[src/rtl/fixed_p_std_sdiv_pipe.sv]
// -----------------------------------------------------------------------------
// fixed_p_std_sdiv_pipe
//
// Multi-cycle signed fixed-point divider with a Calyx-style go/done handshake.
// It runs a restoring division over N = WIDTH + FRACT_WIDTH iterations, one
// quotient bit per clock. The quotient keeps FRACT_WIDTH fractional bits and
// is truncated toward zero.
//
// Divide-by-zero returns the saturated value that matches the dividend's sign
// and sets div_by_zero. Out-of-range quotients set overflow. In that case the
// result is either clamped (SATURATE = 1) or wrapped to the low WIDTH bits of
// the signed quotient (SATURATE = 0).
//
// Ports
//   clk          rising-edge clock
//   reset        asynchronous, active-low; aborts any operation in flight
//   go           start request, sampled only while idle
//   left         signed dividend (two's complement, WIDTH bits)
//   right        signed divisor
//   out          signed quotient, held until the next result is written
//   overflow     last result exceeded the representable range
//   div_by_zero  last operation had right == 0
//   done         one-cycle pulse; out and flags are valid
// -----------------------------------------------------------------------------
module fixed_p_std_sdiv_pipe #(
    parameter int WIDTH       = 32,
    parameter int INT_WIDTH   = 8,
    parameter int FRACT_WIDTH = 24,
    parameter int SATURATE    = 1
) (
    input  logic             clk,
    input  logic             reset,
    input  logic             go,
    input  logic [WIDTH-1:0] left,
    input  logic [WIDTH-1:0] right,
    output logic [WIDTH-1:0] out,
    output logic             overflow,
    output logic             div_by_zero,
    output logic             done
);

    localparam int N  = WIDTH + FRACT_WIDTH;   // iterations / quotient width
    localparam int RW = WIDTH + 1;             // remainder width
    localparam int CW = $clog2(N);

    localparam logic [WIDTH-1:0] MAX_POS =
        WIDTH'({1'b0, {(INT_WIDTH-1){1'b1}}, {FRACT_WIDTH{1'b1}}});
    localparam logic [WIDTH-1:0] MIN_NEG = {1'b1, {(WIDTH-1){1'b0}}};

    typedef enum logic [1:0] {
        S_IDLE,
        S_CALC,
        S_DONE
    } state_t;

    state_t           r_state;
    logic [CW-1:0]    r_cnt;
    logic             r_sign;
    logic [WIDTH-1:0] r_dvs;     // |right|
    logic [N-1:0]     r_dvd;     // dividend bits out of the MSB, quotient bits in at the LSB
    logic [RW-1:0]    r_rem;
    logic [WIDTH-1:0] r_out;
    logic             r_ovf;
    logic             r_dbz;
    logic             r_done;

    // Operand magnitudes. The most negative value maps to 2^(WIDTH-1), which
    // still fits as an unsigned WIDTH-bit number.
    logic [WIDTH-1:0] w_abs_l;
    logic [WIDTH-1:0] w_abs_r;
    logic [WIDTH-1:0] w_dz_res;

    // One restoring step.
    logic [RW:0]      w_rem_sh;
    logic [RW:0]      w_dvs_ext;
    logic             w_ge;
    logic [RW-1:0]    w_rem_nx;
    logic [N-1:0]     w_q_nx;
    logic             w_last;

    // Result formatting on the final step.
    logic [N-1:0]     w_lim;
    logic             w_ovf;
    logic [WIDTH-1:0] w_q_lo;
    logic [WIDTH-1:0] w_wrap;
    logic [WIDTH-1:0] w_res;

    always_comb begin
        w_abs_l  = left[WIDTH-1]  ? (~left  + 1'b1) : left;
        w_abs_r  = right[WIDTH-1] ? (~right + 1'b1) : right;
        w_dz_res = left[WIDTH-1]  ? MIN_NEG : MAX_POS;

        w_rem_sh  = {r_rem, r_dvd[N-1]};
        w_dvs_ext = {2'b00, r_dvs};
        w_ge      = (w_rem_sh >= w_dvs_ext);
        // The remainder stays below |right| <= 2^(WIDTH-1), so it always fits in RW bits.
        w_rem_nx  = w_ge ? RW'(w_rem_sh - w_dvs_ext) : RW'(w_rem_sh);
        // Each consumed dividend bit frees one LSB slot for the next quotient bit.
        // After N steps, the register holds Q.
        w_q_nx    = {r_dvd[N-2:0], w_ge};
        w_last    = (r_cnt == CW'(N-1));

        // A negative result can reach one step further than a positive one.
        w_lim  = N'(r_sign ? MIN_NEG : MAX_POS);
        w_ovf  = (w_q_nx > w_lim);
        w_q_lo = w_q_nx[WIDTH-1:0];
        w_wrap = r_sign ? (~w_q_lo + 1'b1) : w_q_lo;
        w_res  = (w_ovf && (SATURATE != 0)) ? (r_sign ? MIN_NEG : MAX_POS) : w_wrap;
    end

    always_ff @(posedge clk or negedge reset) begin
        if (!reset) begin
            r_state <= S_IDLE;
            r_cnt   <= '0;
            r_sign  <= 1'b0;
            r_dvs   <= '0;
            r_dvd   <= '0;
            r_rem   <= '0;
            r_out   <= '0;
            r_ovf   <= 1'b0;
            r_dbz   <= 1'b0;
            r_done  <= 1'b0;
        end else begin
            r_done <= 1'b0;
            case (r_state)
                S_IDLE: begin
                    if (go) begin
                        r_sign <= left[WIDTH-1] ^ right[WIDTH-1];
                        if (right == '0) begin
                            // No iterations are needed. Publish the result right away.
                            r_out   <= w_dz_res;
                            r_ovf   <= 1'b0;
                            r_dbz   <= 1'b1;
                            r_done  <= 1'b1;
                            r_state <= S_DONE;
                        end else begin
                            r_dvs   <= w_abs_r;
                            r_dvd   <= {w_abs_l, {FRACT_WIDTH{1'b0}}};
                            r_rem   <= '0;
                            r_cnt   <= '0;
                            r_state <= S_CALC;
                        end
                    end
                end

                S_CALC: begin
                    r_rem <= w_rem_nx;
                    r_dvd <= w_q_nx;
                    r_cnt <= r_cnt + 1'b1;
                    if (w_last) begin
                        r_out   <= w_res;
                        r_ovf   <= w_ovf;
                        r_dbz   <= 1'b0;
                        r_done  <= 1'b1;
                        r_state <= S_DONE;
                    end
                end

                S_DONE: begin
                    // go is ignored here. A held go restarts on the following idle edge.
                    r_state <= S_IDLE;
                end

                default: r_state <= S_IDLE;
            endcase
        end
    end

    assign out         = r_out;
    assign overflow    = r_ovf;
    assign div_by_zero = r_dbz;
    assign done        = r_done;

endmodule
[config.mk]
export PLATFORM = sky130hd
export DESIGN_NAME = fixed_p_std_sdiv_pipe
export DESIGN_NICKNAME = d
export VERILOG_FILES = /design/src/rtl/fixed_p_std_sdiv_pipe.sv
export SDC_FILE = /design/constraint.sdc
export NUM_CORES = 1
export LEC_CHECK = 0
export ABC_AREA = 1
export CAP_MARGIN = 30
export CORE_ASPECT_RATIO = 0.75
export CORE_UTILIZATION = 40
export DETAILED_ROUTE_END_ITERATION = 10
export GPL_ROUTABILITY_DRIVEN = 0
export PLACE_DENSITY = 0.55
export SETUP_SLACK_MARGIN = 0.4
export SYNTH_ARGS = -nofsm -noshare
export SYNTH_HDL_FRONTEND = slang
export SYNTH_SLANG_ARGS = --single-unit
[constraint.sdc]
create_clock -name clk -period 4.2 [get_ports clk]
set_input_delay 0.84 -clock clk [delete_from_list [all_inputs] [get_ports clk]]
set_output_delay 0.84 -clock clk [all_outputs]
set_load 0.02 [all_outputs]
# ---- Word level (Yosys, flattened, before mapping)
# Index checks and enable logic that the tools add are counted.
dict set report word_totals {
  reg_bits 165
  inputBits 67
  output_inout_bits 35
  elab_cells 73
}
dict set report op_classes {
  n_addsub 5
  magnitude_cmp 2
  eq_ne 6
  n_mux 37
  bitwise_logic 5
  reduce_logical 8
}
# op count
set ops {}
lappend ops {{$mux 32} 10}
lappend ops {{$mux 56} 2}
lappend ops {{$pmux 56 s2} 1}
lappend ops {{$mux 33} 3}
lappend ops {{$add 32x1->32 const B} 3}
lappend ops {{$not 32->32} 3}
lappend ops {{$pmux 33 s2} 1}
lappend ops {{$pmux 32 s2} 1}
lappend ops {{$gt 56x32->1} 1}
lappend ops {{$ge 34x32->1} 1}
lappend ops {{$sub 33x32->33} 1}
lappend ops {{$logic_not 32->1} 1}
lappend ops {{$mux 6} 2}
lappend ops {{$pmux 6 s2} 1}
lappend ops {{$mux 1} 9}
lappend ops {{$ne 2x2->1 const B} 4}
lappend ops {{$add 6x1->6 const B} 1}
lappend ops {{$eq 6x6->1 const B} 1}
lappend ops {{$mux 2} 3}
lappend ops {{$pmux 1 s2} 3}
lappend ops {{$reduce_and 3->1} 2}
lappend ops {{$pmux 2 s2} 1}
lappend ops {{$reduce_and 2->1} 2}
lappend ops {{$reduce_and 4->1} 1}
lappend ops {{5 further kinds} 5}

# ---- Longest topological paths before layout
dict set report depth {
  ltp_word 7
  mapped_depth 35
  ltp_nobuf 33
}

# ---- Least setup slack after synthesis
# OpenSTA, ideal clock, no wires.
dict set report synth_path {
  kind {register to register}
  from {register r_dvs[0]}
  to {register r_out[19], in the netlist out[19]}
  setup_time_ps 116
  t_arrival_ps 3174
  required_time_ps 4084
  path_slack_ps 909
  path_stages_with_launch 24
  path_buffers 2
  period_less_slack_ps 3291
  path_cell_list {dfrtp_1 ha_1 fa_1 nand3b_1 nand3_2 nand2_1 nand2_2 nand2_2 nand2_2 inv_2 buf_2 ha_1 nand3_1 nor4_1 nand3_1 nand2_1 inv_2 nand2_1 nand2_1 inv_2 buf_4 nand2_1 nand2_1 nand2_1}
}
dict set report synth_between {
  elab_chain_cells 7
  elab_cells_between_ends 8
  cone_classes {1 x add/sub; 2 x order compare; 4 x mux; 1 x bitwise}
}
# element line_no
set synth_rtl {}
lappend synth_rtl {{from (decl)} 59} ;# logic [WIDTH-1:0] r_dvs;
lappend synth_rtl {{from (signal assigned)} 137} ;# r_dvs <= w_abs_r;
lappend synth_rtl {{$ge 34x32->1 (*)} 95} ;# w_ge = (w_rem_sh >= w_dvs_ext);
lappend synth_rtl {{$not 32->32} 107} ;# w_wrap = r_sign ? (~w_q_lo + 1'b1) : w_q_lo;
lappend synth_rtl {{$add 32x1->32} 107}
lappend synth_rtl {{$mux 32} 107}
lappend synth_rtl {{$mux 32 (*)} 108} ;# w_res = (w_ovf && (SATURATE != 0)) ? (r_sign ? MIN_NEG : MAX_POS) : w_wrap;
lappend synth_rtl {{$mux 32 (*)} 150} ;# if (w_last) begin
lappend synth_rtl {{$pmux 32 s2 (*)} 125} ;# case (r_state)
lappend synth_rtl {{to (signal assigned)} 131} ;# r_out <= w_dz_res;
lappend synth_rtl {{to (signal assigned)} 151} ;# r_out <= w_res;
lappend synth_rtl {{to (decl)} 62} ;# logic [WIDTH-1:0] r_out;
# Mark *: on every way between the ends. The rest lies on a longest branch, timed or not. The select of a mux whose other input is x is not followed.
# A chain may end at the register's enable or synchronous reset.

# ---- Worst setup path in the final report
dict set report layout_path {
  from {register r_rem[16]}
  to {register r_out[28], in the netlist out[28]}
}
dict set report layout_between {
  elab_chain_cells 7
  elab_cells_between_ends 8
  cone_classes {1 x add/sub; 2 x order compare; 4 x mux; 1 x bitwise}
}
# element line_no
set layout_rtl {}
lappend layout_rtl {{from (decl)} 61} ;# logic [RW-1:0] r_rem;
lappend layout_rtl {{from (signal assigned)} 147} ;# r_rem <= w_rem_nx;
lappend layout_rtl {{$ge 34x32->1 (*)} 95}
lappend layout_rtl {{$not 32->32} 107}
lappend layout_rtl {{$add 32x1->32} 107}
lappend layout_rtl {{$mux 32} 107}
lappend layout_rtl {{$mux 32 (*)} 108}
lappend layout_rtl {{$mux 32 (*)} 150}
lappend layout_rtl {{$pmux 32 s2 (*)} 125}
# Marks and branches as above.

==> run summary <==
The area fraction in compound gates after synthesis was 0.153. The number of global-route vias before repair is 11,300. The total of endpoints with negative setup slack in the final report is 0. Dividing the detail-routed wire length by the instance count gives 16.2 um. The filler cells instantiated in the layout total approximately 3,100. For this run the aggregate overflow at the end of global routing stands at 0.

In this run, synthesis produced a sequential element count of 165. In this run the clock root is driven by a sky130_fd_sc_hd__clkbuf_16. The most used flip-flop cell after synthesis is sky130_fd_sc_hd__dfrtp_1. In the final layout, the multi-input gates occupy 7230 um^2. In the post-synthesis netlist, the biggest area contributors are sky130_fd_sc_hd__dfrtp_1 33%, sky130_fd_sc_hd__nand2_1 15%, sky130_fd_sc_hd__ha_1 6.8%, sky130_fd_sc_hd__inv_1 6.6%, sky130_fd_sc_hd__o21ai_0 5.7%. The per-instance average area after synthesis came out at 6.83 um^2. The core area is 30,300 um^2. The count of input and output buffers is 101.

The number of nets in the final layout is 2,040. The initial antenna violation count was 0. After synthesis, the largest family of logic cells by area is simple AND/OR/NAND/NOR gates.

For this run, the slowest stage of the critical path takes 0.51 ns. In the final layout, the share of cells above drive strength 1 is 0.0543. The y dimension of the die is 155 um. The signal on the critical path passes through ha_1 -> a21oi_1 -> o21ai_0 -> a21oi_1 -> nand2_2 -> nand2_4 -> nand2_2 -> inv_2 -> ha_1 -> inv_1 -> nor3_4 -> buf_4 -> nand2_1 -> nor4_1 -> xor2_1 -> nand2_1 -> nand2_1 -> nand2_1 -> nand2_1 -> nand2_1 -> nand2_1. The area growth from synthesis to layout is 16.5%. The sum of negative setup slack is 0 ns.

The total of warnings raised by yosys is 0. The maximum clock skew at final layout is 0.00976 ns. The number of DRC markers in iteration 0 came out at 1,054. In this run the remaining antenna-violating nets after routing total 0. The post-synthesis simple-gate area fraction came out at 0.302. The first-pass iteration count of the detailed router is 7. 0 antenna diodes ended up in the layout. The slack of the worst reg-to-reg path came out at around 0.60 ns. Setup repair after global routing could not meet its margin everywhere. In this design, the critical path's most frequently occurring cell is sky130_fd_sc_hd__nand2_1. The part of the total power dissipated in the clock network came out at 0.129. In this design, the largest share of critical-path delay is due to simple AND/OR/NAND/NOR gates.

VDD sags by at most 0.333 mV. The largest driver fanout on the critical path is 5. sky130_fd_sc_hd__dfrtp_1 takes more of the synthesized area than any other cell. The buffering stage count on the worst path with inverters included came out at 3. The maximum buffer depth of the clock tree came out at 2. The net switching power is 5840 uW. The area of the mapped netlist came out at between 10,000 and 15,000 um^2.

The portion of netlist area occupied by mux cells came out at 0. The worst max-slew margin expressed relative to the limit is 0.404. The tightest min-delay check is of the input port to asynchronous set/reset pin type. The slowest stage of the critical path belongs to the cell sky130_fd_sc_hd__nor4_1. The register area came out at a little over 4000 um^2.

The total CTS buffers is 17. Across every metal layer, demand over resource in global routing totals 0.244. By count the netlist is led by 502 x sky130_fd_sc_hd__nand2_1, 218 x sky130_fd_sc_hd__inv_1, 165 x sky130_fd_sc_hd__dfrtp_1. The portion of the post-synthesis area used by sequential elements came out at 0.332. The distinct cell type count after synthesis is 48.

Of the total power, the share spent switching nets is 0.497. The first global-routing pass estimated 61.0 mm of wire. The flow ran to the end, and the final reports show no timing, DRC or antenna violations. The proportion of power drawn by combinational gates came out at 0.623. The share of Yosys cell area claimed by the top area cell type is 0.332.

The actual slew at the worst max-slew pin came out at 0.886 ns. In the synthesized netlist the async set-or-reset flop fraction comes to 1.00. The clock-pin slew reported for the worst setup and hold paths after clock tree synthesis is 0.07 ns. The final number of max-transition violations is 0. The DRC violation count after routing came out at 0.

STA classifies the critical path endpoint as a flip-flop. By instance count, the leading cell after synthesis is sky130_fd_sc_hd__nand2_1. The start-to-end type of the worst setup path is flip-flop to flip-flop. The row count came out at 55. STA classifies the critical path startpoint as a flip-flop.

The number of synthesized flops with an enable pin is 0. The total power came out at roughly 12,000 uW. The hold violation total from the final report came out at 0.

The maximum clock rate came out at around 0.28 GHz. The die covers 31,800 um^2. The TritonCTS sink count is 165. The number of buffers added to fix hold violations after cts is 0. The data required time at the worst endpoint is between 4 and 5 ns. The share of total power dissipated in sequential elements is 0.247. The effective utilization at floorplan is 0.410. In the synthesized netlist, the number of instances is about 1,800. The total via count in the routed design is ~12,000. The count of pins on the block boundary came out at 102. The cell-internal power came out at 5920 uW.

The synthesized net count came out at 1,958. The adder-cell area share of the yosys netlist came out at 0.0700. The clock reaches the later pin of the worst-skew pair after 0.44 ns.

TritonCTS built the clock tree. The floorplan step set the die width to 206 um. Entering global routing, the biggest net connects 96 pins. The time the worst path needs with I/O delays and setup is 3.60 ns.

The critical path arrival came out at 3.98 ns. The H-tree depth is 4. The areal power density over the cells is 811 nW/um^2.

The ratio of final minimum period to clock period is 0.857. After legalization and detailed placement, the total HPWL measured roughly 28 mm. The via count normalized by instance count is 5.26. The tool flagged a number of max-cap violations equal to 0.

The leakage power is 0.00705 uW. The xor/xnor share of the synthesized area came out at 0.0493. At the end of the flow the core is filled with cells to 0.478. The total wire length after detailed routing came out at about 38 mm.
-- per-layer routing --
layer / global-route usage / up-vias / share of wire
met4: 0.0515 / 0 / 0.012
met3: 0.0362 / 34 / 0.053
li1: - / 6124 / -
met5: 0 / - / 0
met2: 0.341 / 317 / 0.40
met1: 0.388 / 5696 / 0.53
-- metrics by stage --
step	instance area [um^2]	setup slack [ns]	hold WS (ns)	std cells
2_1_floorplan	12400	0.909	0.449	1822
6_report	14500	0.602	0.169	2315
5_1_grt	14500	0.376	0.149	2315
3_3_place_gp	13800	0.471	0.465	2280
4_1_cts	14400	0.471	0.484	2312
3_5_place_dp	13800	0.459	0.466	2281
-- power by group through the flow --
| stage | clock [uW] | combinational, uW | sequential (uW) |
|---|---|---|---|
| floorplan | 0 | 5290 | 2880 |
| global placement | 0 | 7080 | 2910 |
| detailed placement | 0 | 7130 | 2920 |
| CTS | 1550 | 7170 | 2900 |
| global route | 1620 | 8300 | 3010 |
| finish | 1520 | 7330 | 2910 |
-- cell families after synthesis --
family / Yosys count
simple gates: 883
compound gates: 347
buf+inv: 288
flops: 165
xor+xnor: 70
fa+ha+maj: 69
-- sequential cells by signal, indices dropped and copies added (netlist names) --
signal,count
done,1
out,32
overflow,1
div_by_zero,1
r_dvd,56
r_dvs,32
r_cnt,6
r_sign,1
r_rem,33
r_state,2
-- area by class of cell --
| type | instances | area share |
|---|---|---|
| multi-input cells | 1369 | 0.499 |
| flip-flops and latches | 165 | 0.285 |
| repair buffers | 125 | 0.0859 |
| inverters | 226 | 0.0587 |
| well taps | 399 | 0.0344 |
| clock buffers | 22 | 0.0320 |
| clock inverters | 9 | 0.00552 |
-- final timing paths --
kind	cells after the start	to	start
min	1	out[12]$_DFFE_PN0P_	reset
max reg2reg	21	out[28]$_DFFE_PN0P_	r_rem[16]$_DFFE_PN0P_
max in group asynchronous	3	r_dvd[38]$_DFFE_PN0P_	reset
min reg2reg	2	out[21]$_DFFE_PN0P_	out[21]$_DFFE_PN0P_
max	21	out[28]$_DFFE_PN0P_	r_rem[16]$_DFFE_PN0P_
min in group clk	2	out[21]$_DFFE_PN0P_	out[21]$_DFFE_PN0P_
-- placed cells by master (no fill, tap or decap), types with 5 or more instances in the layout --
| cell | Yosys | final |
|---|---|---|
| sky130_fd_sc_hd__a21o_1 | 8 | 8 |
| sky130_fd_sc_hd__a21oi_1 | 95 | 95 |
| sky130_fd_sc_hd__a32o_1 | 5 | 5 |
| sky130_fd_sc_hd__buf_4 | 6 | 19 |
| sky130_fd_sc_hd__clkbuf_16 | 0 | 17 |
| sky130_fd_sc_hd__clkdlybuf4s50_1 | 0 | 100 |
| sky130_fd_sc_hd__dfrtp_1 | 165 | 164 |
| sky130_fd_sc_hd__ha_1 | 68 | 67 |
| sky130_fd_sc_hd__inv_1 | 218 | 217 |
| sky130_fd_sc_hd__inv_2 | 8 | 8 |
| sky130_fd_sc_hd__nand2_1 | 502 | 496 |
| sky130_fd_sc_hd__nand2_2 | 7 | 12 |
| sky130_fd_sc_hd__nand3_1 | 117 | 117 |
| sky130_fd_sc_hd__nand4_1 | 23 | 23 |
| sky130_fd_sc_hd__nor2_1 | 160 | 159 |
| sky130_fd_sc_hd__nor2_4 | 3 | 8 |
| sky130_fd_sc_hd__nor3_1 | 33 | 33 |
| sky130_fd_sc_hd__nor4_1 | 8 | 8 |
| sky130_fd_sc_hd__o211ai_1 | 11 | 11 |
| sky130_fd_sc_hd__o21ai_0 | 142 | 140 |
| sky130_fd_sc_hd__o21ai_1 | 32 | 34 |
| sky130_fd_sc_hd__o21bai_1 | 6 | 6 |
| sky130_fd_sc_hd__o22ai_1 | 31 | 31 |
| sky130_fd_sc_hd__or2_2 | 5 | 5 |
| sky130_fd_sc_hd__xnor2_1 | 20 | 20 |
| sky130_fd_sc_hd__xor2_1 | 50 | 50 |
-- what timing repair did --
| item | 4_1_cts | 5_1_grt |
|---|---|---|
| endpoints found under the setup margin | 0 | 31 |
| resized for setup | 0 | 20 |
| buffers inserted | 0 | 2 |
(Power assumes the default switching activity.)
